`config.mk`:
```
export PLATFORM = sky130hd
export DESIGN_NAME = fifo_wr_arb_flat
export DESIGN_NICKNAME = d
export VERILOG_FILES = /design/src/rtl/fifo_wr_arb_pkg.sv /design/src/rtl/fifo_wr_arb_if.sv /design/src/rtl/fifo_wr_arb_rr_pick.sv /design/src/rtl/fifo_wr_arb.sv /design/src/flat_wrapper.sv
export SDC_FILE = /design/constraint.sdc
export NUM_CORES = 1
export LEC_CHECK = 0
export ABC_AREA = 1
export BUFFER_PORTS_ARGS = -buffer_cell sky130_fd_sc_hd__buf_2
export CAP_MARGIN = 20
export CORE_MARGIN = 2
export CORE_UTILIZATION = 36
export CTS_CLUSTER_DIAMETER = 40
export DETAILED_ROUTE_END_ITERATION = 6
export PLACE_DENSITY = 0.82
export SETUP_SLACK_MARGIN = 0.15
export SLEW_MARGIN = 20
export SYNTH_ARGS = -nofsm -noshare
export SYNTH_HDL_FRONTEND = slang
export SYNTH_HIERARCHICAL = 1
export SYNTH_SLANG_ARGS = --single-unit
```
`constraint.sdc`:
```
create_clock -name wclk -period 1.71 [get_ports wclk]
set_input_delay 0.2565 -clock wclk [delete_from_list [all_inputs] [get_ports wclk]]
set_output_delay 0.2565 -clock wclk [all_outputs]
set_load 0.005 [all_outputs]
```
`src/rtl/fifo_wr_arb_pkg.sv`:
```
// rtl/fifo_wr_arb_pkg.sv - shared types and constants for the FIFO write-port arbiter
package fifo_wr_arb_pkg;

    typedef enum logic [0:0] {
        IDLE  = 1'b0,
        GRANT = 1'b1
    } state_t;

    localparam int CNT_W = 16;

endpackage

```
`src/rtl/fifo_wr_arb_if.sv`:
```
// rtl/fifo_wr_arb_if.sv - requester/FIFO write-side bundle; master drives requests and wfull, slave is the arbiter
interface fifo_wr_arb_if #(
    parameter int DSIZE = 32,
    parameter int NREQ  = 4
);
    localparam int IW = $clog2(NREQ);

    logic [NREQ-1:0]       req;
    logic [NREQ*DSIZE-1:0] req_data;
    logic [NREQ-1:0]       req_last;
    logic [NREQ-1:0]       ack;
    logic                  wfull;
    logic                  winc;
    logic [DSIZE-1:0]      wdata;
    logic [IW-1:0]         gnt_id;
    logic                  busy;

    modport master (
        output req, req_data, req_last, wfull,
        input  ack, winc, wdata, gnt_id, busy
    );

    modport slave (
        input  req, req_data, req_last, wfull,
        output ack, winc, wdata, gnt_id, busy
    );

endinterface

```
`src/rtl/fifo_wr_arb_rr_pick.sv`:
```
// rtl/fifo_wr_arb_rr_pick.sv - combinational round-robin pick: first set req at or above ptr, wrapping
module rr_pick #(
    parameter  int NREQ = 4,
    localparam int IW   = $clog2(NREQ)
) (
    input  logic [NREQ-1:0] req,
    input  logic [IW-1:0]   ptr,
    output logic            valid,
    output logic [IW-1:0]   idx
);

    always_comb begin
        valid = |req;
        idx   = '0;
        // Scan from farthest to nearest so the closest request to ptr wins.
        for (int k = NREQ - 1; k >= 0; k--) begin
            if (req[IW'((int'(ptr) + k) % NREQ)]) begin
                idx = IW'((int'(ptr) + k) % NREQ);
            end
        end
    end

endmodule

```
`src/rtl/fifo_wr_arb.sv`:
```
// rtl/fifo_wr_arb.sv - round-robin burst arbiter for the async FIFO write port; WR_ARB_CNT_EN adds per-requester word counters
module fifo_wr_arb
    import fifo_wr_arb_pkg::*;
#(
    parameter int DSIZE    = 32,
    parameter int NREQ     = 4,
    parameter int MAXBURST = 16
) (
    input  logic                  wclk,
    input  logic                  wrst_n,
    fifo_wr_arb_if.slave          bus
`ifdef WR_ARB_CNT_EN
    ,
    input  logic                  cnt_clr,
    output logic [NREQ*CNT_W-1:0] word_cnt
`endif
);

    localparam int IW = $clog2(NREQ);
    localparam int BW = $clog2(MAXBURST + 1);

    state_t        state, state_n;
    logic [IW-1:0] rr_ptr, rr_ptr_n;
    logic [IW-1:0] gnt_id, gnt_id_n;
    logic [BW-1:0] bcnt, bcnt_n, bcnt_inc;
    logic [IW-1:0] gnt_next;
    logic [NREQ-1:0] ack;
    logic          pick_valid;
    logic [IW-1:0] pick_idx;

    rr_pick #(.NREQ(NREQ)) u_pick (
        .req   (bus.req),
        .ptr   (rr_ptr),
        .valid (pick_valid),
        .idx   (pick_idx)
    );

    assign bcnt_inc = bcnt + 1'b1;
    assign gnt_next = (gnt_id == IW'(NREQ - 1)) ? '0 : gnt_id + 1'b1;

    always_ff @(posedge wclk or negedge wrst_n) begin
        if (!wrst_n) begin
            state  <= IDLE;
            rr_ptr <= '0;
            gnt_id <= '0;
            bcnt   <= '0;
        end else begin
            state  <= state_n;
            rr_ptr <= rr_ptr_n;
            gnt_id <= gnt_id_n;
            bcnt   <= bcnt_n;
        end
    end

    always_comb begin
        state_n  = state;
        rr_ptr_n = rr_ptr;
        gnt_id_n = gnt_id;
        bcnt_n   = bcnt;
        ack      = '0;
        case (state)
            IDLE: begin
                if (pick_valid) begin
                    gnt_id_n = pick_idx;
                    bcnt_n   = '0;
                    state_n  = GRANT;
                end
            end
            GRANT: begin
                if (!bus.req[gnt_id]) begin
                    // Grantee abandoned its burst: give the port up without a transfer.
                    state_n  = IDLE;
                    rr_ptr_n = gnt_next;
                end else if (!bus.wfull) begin
                    ack[gnt_id] = 1'b1;
                    bcnt_n      = bcnt_inc;
                    if (bus.req_last[gnt_id] || bcnt_inc == BW'(MAXBURST)) begin
                        state_n  = IDLE;
                        rr_ptr_n = gnt_next;
                    end
                end
            end
            default: state_n = IDLE;
        endcase
    end

    assign bus.ack    = ack;
    assign bus.winc   = |ack;
    assign bus.wdata  = bus.req_data[int'(gnt_id)*DSIZE +: DSIZE];
    assign bus.gnt_id = gnt_id;
    assign bus.busy   = (state == GRANT);

`ifdef WR_ARB_CNT_EN
    logic [CNT_W-1:0] cnt [NREQ];

    always_ff @(posedge wclk or negedge wrst_n) begin
        if (!wrst_n) begin
            for (int i = 0; i < NREQ; i++) cnt[i] <= '0;
        end else begin
            for (int i = 0; i < NREQ; i++) begin
                if (cnt_clr) begin
                    cnt[i] <= '0;
                end else if (ack[i] && cnt[i] != '1) begin
                    cnt[i] <= cnt[i] + 1'b1;
                end
            end
        end
    end

    always_comb begin
        word_cnt = '0;
        for (int i = 0; i < NREQ; i++) word_cnt[i*CNT_W +: CNT_W] = cnt[i];
    end
`endif

endmodule

```
`src/flat_wrapper.sv`:
```
// flat-port wrapper written by rule: the top's interface ports become plain ports
module fifo_wr_arb_flat import fifo_wr_arb_pkg::*;
#(
    parameter int DSIZE    = 32,
    parameter int NREQ     = 4,
    parameter int MAXBURST = 16
)
  (wclk, wrst_n, bus_req, bus_req_data, bus_req_last, bus_wfull, bus_ack, bus_winc, bus_wdata, bus_gnt_id, bus_busy);
  fifo_wr_arb_if #(.DSIZE(DSIZE), .NREQ(NREQ)) bus_i ();
  input  logic wclk;
  input  logic wrst_n;
  input wire logic [$bits(bus_i.req)-1:0] bus_req;
  input wire logic [$bits(bus_i.req_data)-1:0] bus_req_data;
  input wire logic [$bits(bus_i.req_last)-1:0] bus_req_last;
  input wire logic [$bits(bus_i.wfull)-1:0] bus_wfull;
  output wire logic [$bits(bus_i.ack)-1:0] bus_ack;
  output wire logic [$bits(bus_i.winc)-1:0] bus_winc;
  output wire logic [$bits(bus_i.wdata)-1:0] bus_wdata;
  output wire logic [$bits(bus_i.gnt_id)-1:0] bus_gnt_id;
  output wire logic [$bits(bus_i.busy)-1:0] bus_busy;
  assign bus_i.req = bus_req;
  assign bus_i.req_data = bus_req_data;
  assign bus_i.req_last = bus_req_last;
  assign bus_i.wfull = bus_wfull;
  assign bus_ack = bus_i.ack;
  assign bus_winc = bus_i.winc;
  assign bus_wdata = bus_i.wdata;
  assign bus_gnt_id = bus_i.gnt_id;
  assign bus_busy = bus_i.busy;
  fifo_wr_arb #(.DSIZE(DSIZE), .NREQ(NREQ), .MAXBURST(MAXBURST)) u_core (.wclk(wclk), .wrst_n(wrst_n), .bus(bus_i));
endmodule
```
======== Word-level counts from Yosys, hierarchy flattened ========
Cells that the tools add are included.
operators by class
  reduce and logical (&&, ||, !) cells .... 7
  add/subtract/negate cells ............... 5
  shifts and indexed selects .............. 1
  muxes and demuxes ....................... 38
  equal/unequal tests ..................... 7
  bitwise gates (word level) .............. 1
  $lt $le $gt $ge ......................... 6
operators by type and width
  cell                 number
  $shiftx 128x8->32    1
  $lt 2x4->1 const B   4
  $mux 2               8
  $mux 1               15
  $mux 5               3
  $bmux 1 s2           6
  $mux 4               3
  $pmux 5 s2           1
  $ne 2x2->1 const B   4
  $reduce_or 4->1      2
  $reduce_and 3->1     2
  $add 5x1->5 const B  1
  $eq 5x5->1 const B   1
  $add 2x1->2 const B  2
  $add 2x2->2 const B  2
  $lt 2x3->1 const B   1
  $demux 1 s2          1
  $eq 2x2->1 const B   1
  $ge 2x1->1 const B   1
  $ne 2x1->1 const B   1
  $pmux 1 s2           1
  $reduce_and 2->1     1
  $logic_and 1x1->1    1
  $logic_or 1x1->1     1
  $not 1->1            1
storage, ports and cells
  flip-flop bits (word level) ............. 10

======== Logic depth before layout (Yosys ltp) ========
  word-level depth ........................ 8
  depth in mapped cells ................... 12
  mapped depth without buffers ............ 12

======== Cells and area by module ========
The synthesis kept the hierarchy.
by module, submodules not included
  module       area each (um2)  sequential area each (um2)  times used  cells an instance
  fifo_wr_arb  1514.0           250.2                       1           267
  rr_pick      188.9            0.0                         1           46

======== Worst setup path before layout ========
Ideal clock, no wire load.
  path kind ............................... reg-to-output
  start ................................... reg u_core.gnt_id[0] (netlist: u_core/bus.gnt_id[0])
  end ..................................... out bus_winc
  path buffers ............................ 2
  data arrival time ....................... 1.368 ns
  setup slack ............................. 0.086 ns
  cell stages (with the launch flop) ...... 7
  cell sequence ........................... dfrtp_1 > inv_2 > buf_2 > buf_2 > ha_1 > inv_1 > a41oi_1
on the way
  longest elaborated chain between the ends .. 8
  elaborated cells on any way between the ends .. 11
  classes of those cells .................. order compare: 2; mux: 7; reduce/logical: 2
RTL lines
  element                                                                RTL line            RTL
  start, declared                                                        fifo_wr_arb.sv:24   logic [IW-1:0] gnt_id, gnt_id_n;
  start signal, assigned                                                 fifo_wr_arb.sv:50   gnt_id <= gnt_id_n;
  $lt 2x3->1 (implied by the code) / $ge 2x1->1 (equally long branches)  fifo_wr_arb.sv:75   ack[gnt_id] = 1'b1;
  $logic_and 1x1->1 (implied by the code)                                fifo_wr_arb.sv:75
  $mux 1 (implied by the code)                                           fifo_wr_arb.sv:75
  $demux 1 s2                                                            -
  $mux 4                                                                 fifo_wr_arb.sv:74   end else if (!bus.wfull) begin
  $mux 4 *                                                               fifo_wr_arb.sv:70   if (!bus.req[gnt_id]) begin
  $mux 4 *                                                               fifo_wr_arb.sv:61   case (state)
  $reduce_or 4->1 *                                                      fifo_wr_arb.sv:88   assign bus.winc = |ack;
  end, declared                                                          flat_wrapper.sv:17  output wire logic [$bits(bus_i.winc)-1:0] bus_winc;
Every way passes the cells marked *; elsewhere a longest branch is shown, timed or not. The select of a mux whose other input is x is not followed.

======== Final worst setup path ========
Same ends and word-level chain as after synthesis.

==> reports/metrics.csv <==
metric,value,unit
final worst setup slack,-12.2,ps
P_leak,1.70,nW
Vias,2986,
Core ar.,4630,um^2
HP Class,in2async,
Initial DRC Count,266,
cells after synthesis,313,
Worst path slowest cell,dfrtp_2,
"worst slack, placed",110,ps
mux share of post-synthesis cell area,0,
Seq cells post-synth,10,
Final ANT Viol Nets,0,
cell taking the most area after synthesis,nor2_1,
fin util,0.688,
peak supply drop,0.741,mV
clk_skew,3.37,ps
failing checks,"DRC, setup timing",
CTS tree,built,
crit start category,flop,
Simple-Gate Fraction of Synth Area,0.383,
root buffer cell,clkbuf_8,
layout cell share with drive strength beyond 1,0.502,
Syn Area/Cell,5.44,um^2
most frequent cells in the layout,"178 x buf_2, 66 x nor2_1, 48 x nand2_1, 47 x o21ai_1, 31 x o22ai_1",
grt total ovfl,0,
H-Tree Level Count,1,
crit path cell chain,"clkinv_4, nand2_4, nand3_4, nand3_4, a41oi_2, buf_2",
crit-path max cell delay,470,ps
DR pass1 iterations,7,
first-pass GRT wire length,12400,um
Slew HR,0.842,
DIE HEIGHT,72.8,um
"most common cell after layout, fill and taps aside",buf_2,
XOR/XNOR Fraction of Synth Area,0,
routed len/inst,15.4,um
Max Clk Rate,581,MHz
crit path kind,reg2out,
Ports,179,
# Max-Cap Violations,0,
vias per inst,5.34,
clk sinks,10,
top cell type's share of synthesized area,0.165,
Worst Hold Slack,416,ps
slack of the worst reg-to-reg path,200,ps
vias in the first global route,2709,
RSZ-0062 raised after global routing,yes,
final wirelength,8580,um
Worst R2R End,u_core/rr_ptr[1],
# port buffers,178,
CP Data Arrival Time,1470,ps
Clock Pin Slew Worst Setup and Hold Paths,50,ps
largest family of logic cells by synthesized area,simple AND/OR/NAND/NOR gates,
top post-synthesis cells by area,"nor2_1 17%, dfrtp_1 15%, o21ai_0 14%",
GP Congestion,0.912,
HPWL after DPL,5490,um
Worst Max-Slew Pin Slew,237,ps
Worst Path Max Fanout,8,
Final setup viols,1,
Initial Util,0.368,
Yosys warning count,6,
sequential fraction of the synthesis area,0.147,
min Tclk post-route,1720,ps
std cell rows,25,
CP required,1450,ps
DRC,1,
Synth Net Count,457,
worst skew pair latency,230,ps
power per cell area,1750,nW/um^2
Fin. Hold Viols,0,
fin nets,649,
largest net degree at the start of global routing,34,
CTS Buf Count,3,
"Slew Viols, Final",0,
status,"complete, but fails checks",
area grow syn2layout,87.1,%
CP endpoint kind,output port,
Compound-Gate Fraction of Synth Area,0.334,
Clock Tree Buf Depth,2,
r2r worst-path depth,10,
post-synthesis cell area,1700,um^2
fin crit share,1.01,
placed cell areas,2650,um^2
Die Area,5300,um^2
post-synthesis adder-cell area fraction,0.0367,
initial antenna violation count,1,
crit-path most repeated cell,nand3_4,
design area,3190,um^2
Chip Width,72.8,um
R2R Path Start,u_core/bus.gnt_id[0],
GRT Overall Usage,0.292,
Netlist cell types,22,
synth_stat cells, drive strengths merged:
cell / n
a41oi: 1
clkbuf: 9
nand4: 3
buf: 11
o21ai: 67
a21oi: 2
inv: 19
o31ai: 1
o22ai: 33
nand2: 56
ha: 5
dfrtp: 10
nand3: 20
nor2: 76
flip-flops by register name (all words and copies together) (netlist names):
signal	cells
u_core/bus.gnt_id	2
u_core/bcnt	5
u_core/bus.busy	1
u_core/rr_ptr	2
final cells by class:
type,instances,area [um^2]
repair buffers,206,1290
diodes,1,2.50
fillers,403,1440
repair inverters,1,3.75
well taps,54,67.6
flip-flops and latches,10,254
clock buffers,4,55.1
multi-input cells,264,1430
inverters,19,83.8
layer usage:
metal | wire length, um | GRT usage
met4 | 216 | 0.0823
met1 | 3490 | 0.364
met5 | 0 | 0
met3 | 580 | 0.0552
met2 | 4300 | 0.512
worst max path at each step:
stage | startpoint | endpoint | slack [ps] | cells after the start
finish | u_core/bus.gnt_id[0] | bus_winc | -10 | 6
global route | u_core/bus.gnt_id[0] | bus_winc | -70 | 6
CTS | u_core/bus.gnt_id[0] | bus_winc | 20 | 6
detailed placement | u_core/bus.gnt_id[0] | bus_winc | 110 | 6
global placement | u_core/bus.gnt_id[0] | bus_winc | 130 | 6
floorplan | u_core/bus.gnt_id[0] | bus_winc | 170 | 6
through the flow:
stage | TNS, ps | total power, mW | instances
after floorplan | 0 | 2.63 | 313
after global placement | 0 | 3.84 | 532
after detailed placement | 0 | 3.91 | 532
after CTS | 0 | 5.10 | 553
after global routing | -577 | 6.02 | 559
final | -12.2 | 5.58 | 559
cells by family after synthesis:
logic type | Yosys count
AO/OA/AOI/OAI | 104
adder cells (fa/ha/maj) | 5
buffers and inverters | 39
flip-flops | 10
AND/OR/NAND/NOR | 155
where the power goes:
part | total (mW) | internal (mW) | switching (mW) | leakage (nW)
Sequential | 0.474 | 0.325 | 0.149 | 0.124
Clock | 0.292 | 0.202 | 0.0900 | 0.0288
Combinational | 4.81 | 2.24 | 2.57 | 1.55
repair_timing:
| action | CTS | global route |
|---|---|---|
| buffers inserted | 11 | 3 |
| hold buffers | 1 | 0 |
| gates resized for setup | 54 | 40 |
| endpoints found under the setup margin | 37 | 41 |
| endpoints found under the hold margin | 10 | 0 |
| pin swaps | 9 | 5 |
| gates cloned | 5 | 2 |
worst max-delay path: cells and delay by family, from the launching register on:
family / cells / cell delay (ps)
AO/OA/AOI/OAI: 1 / 200
buffers and inverters: 2 / 280
flip-flops: 1 / 470
AND/OR/NAND/NOR: 3 / 280
Note: power is estimated with default switching activity, not from simulation.
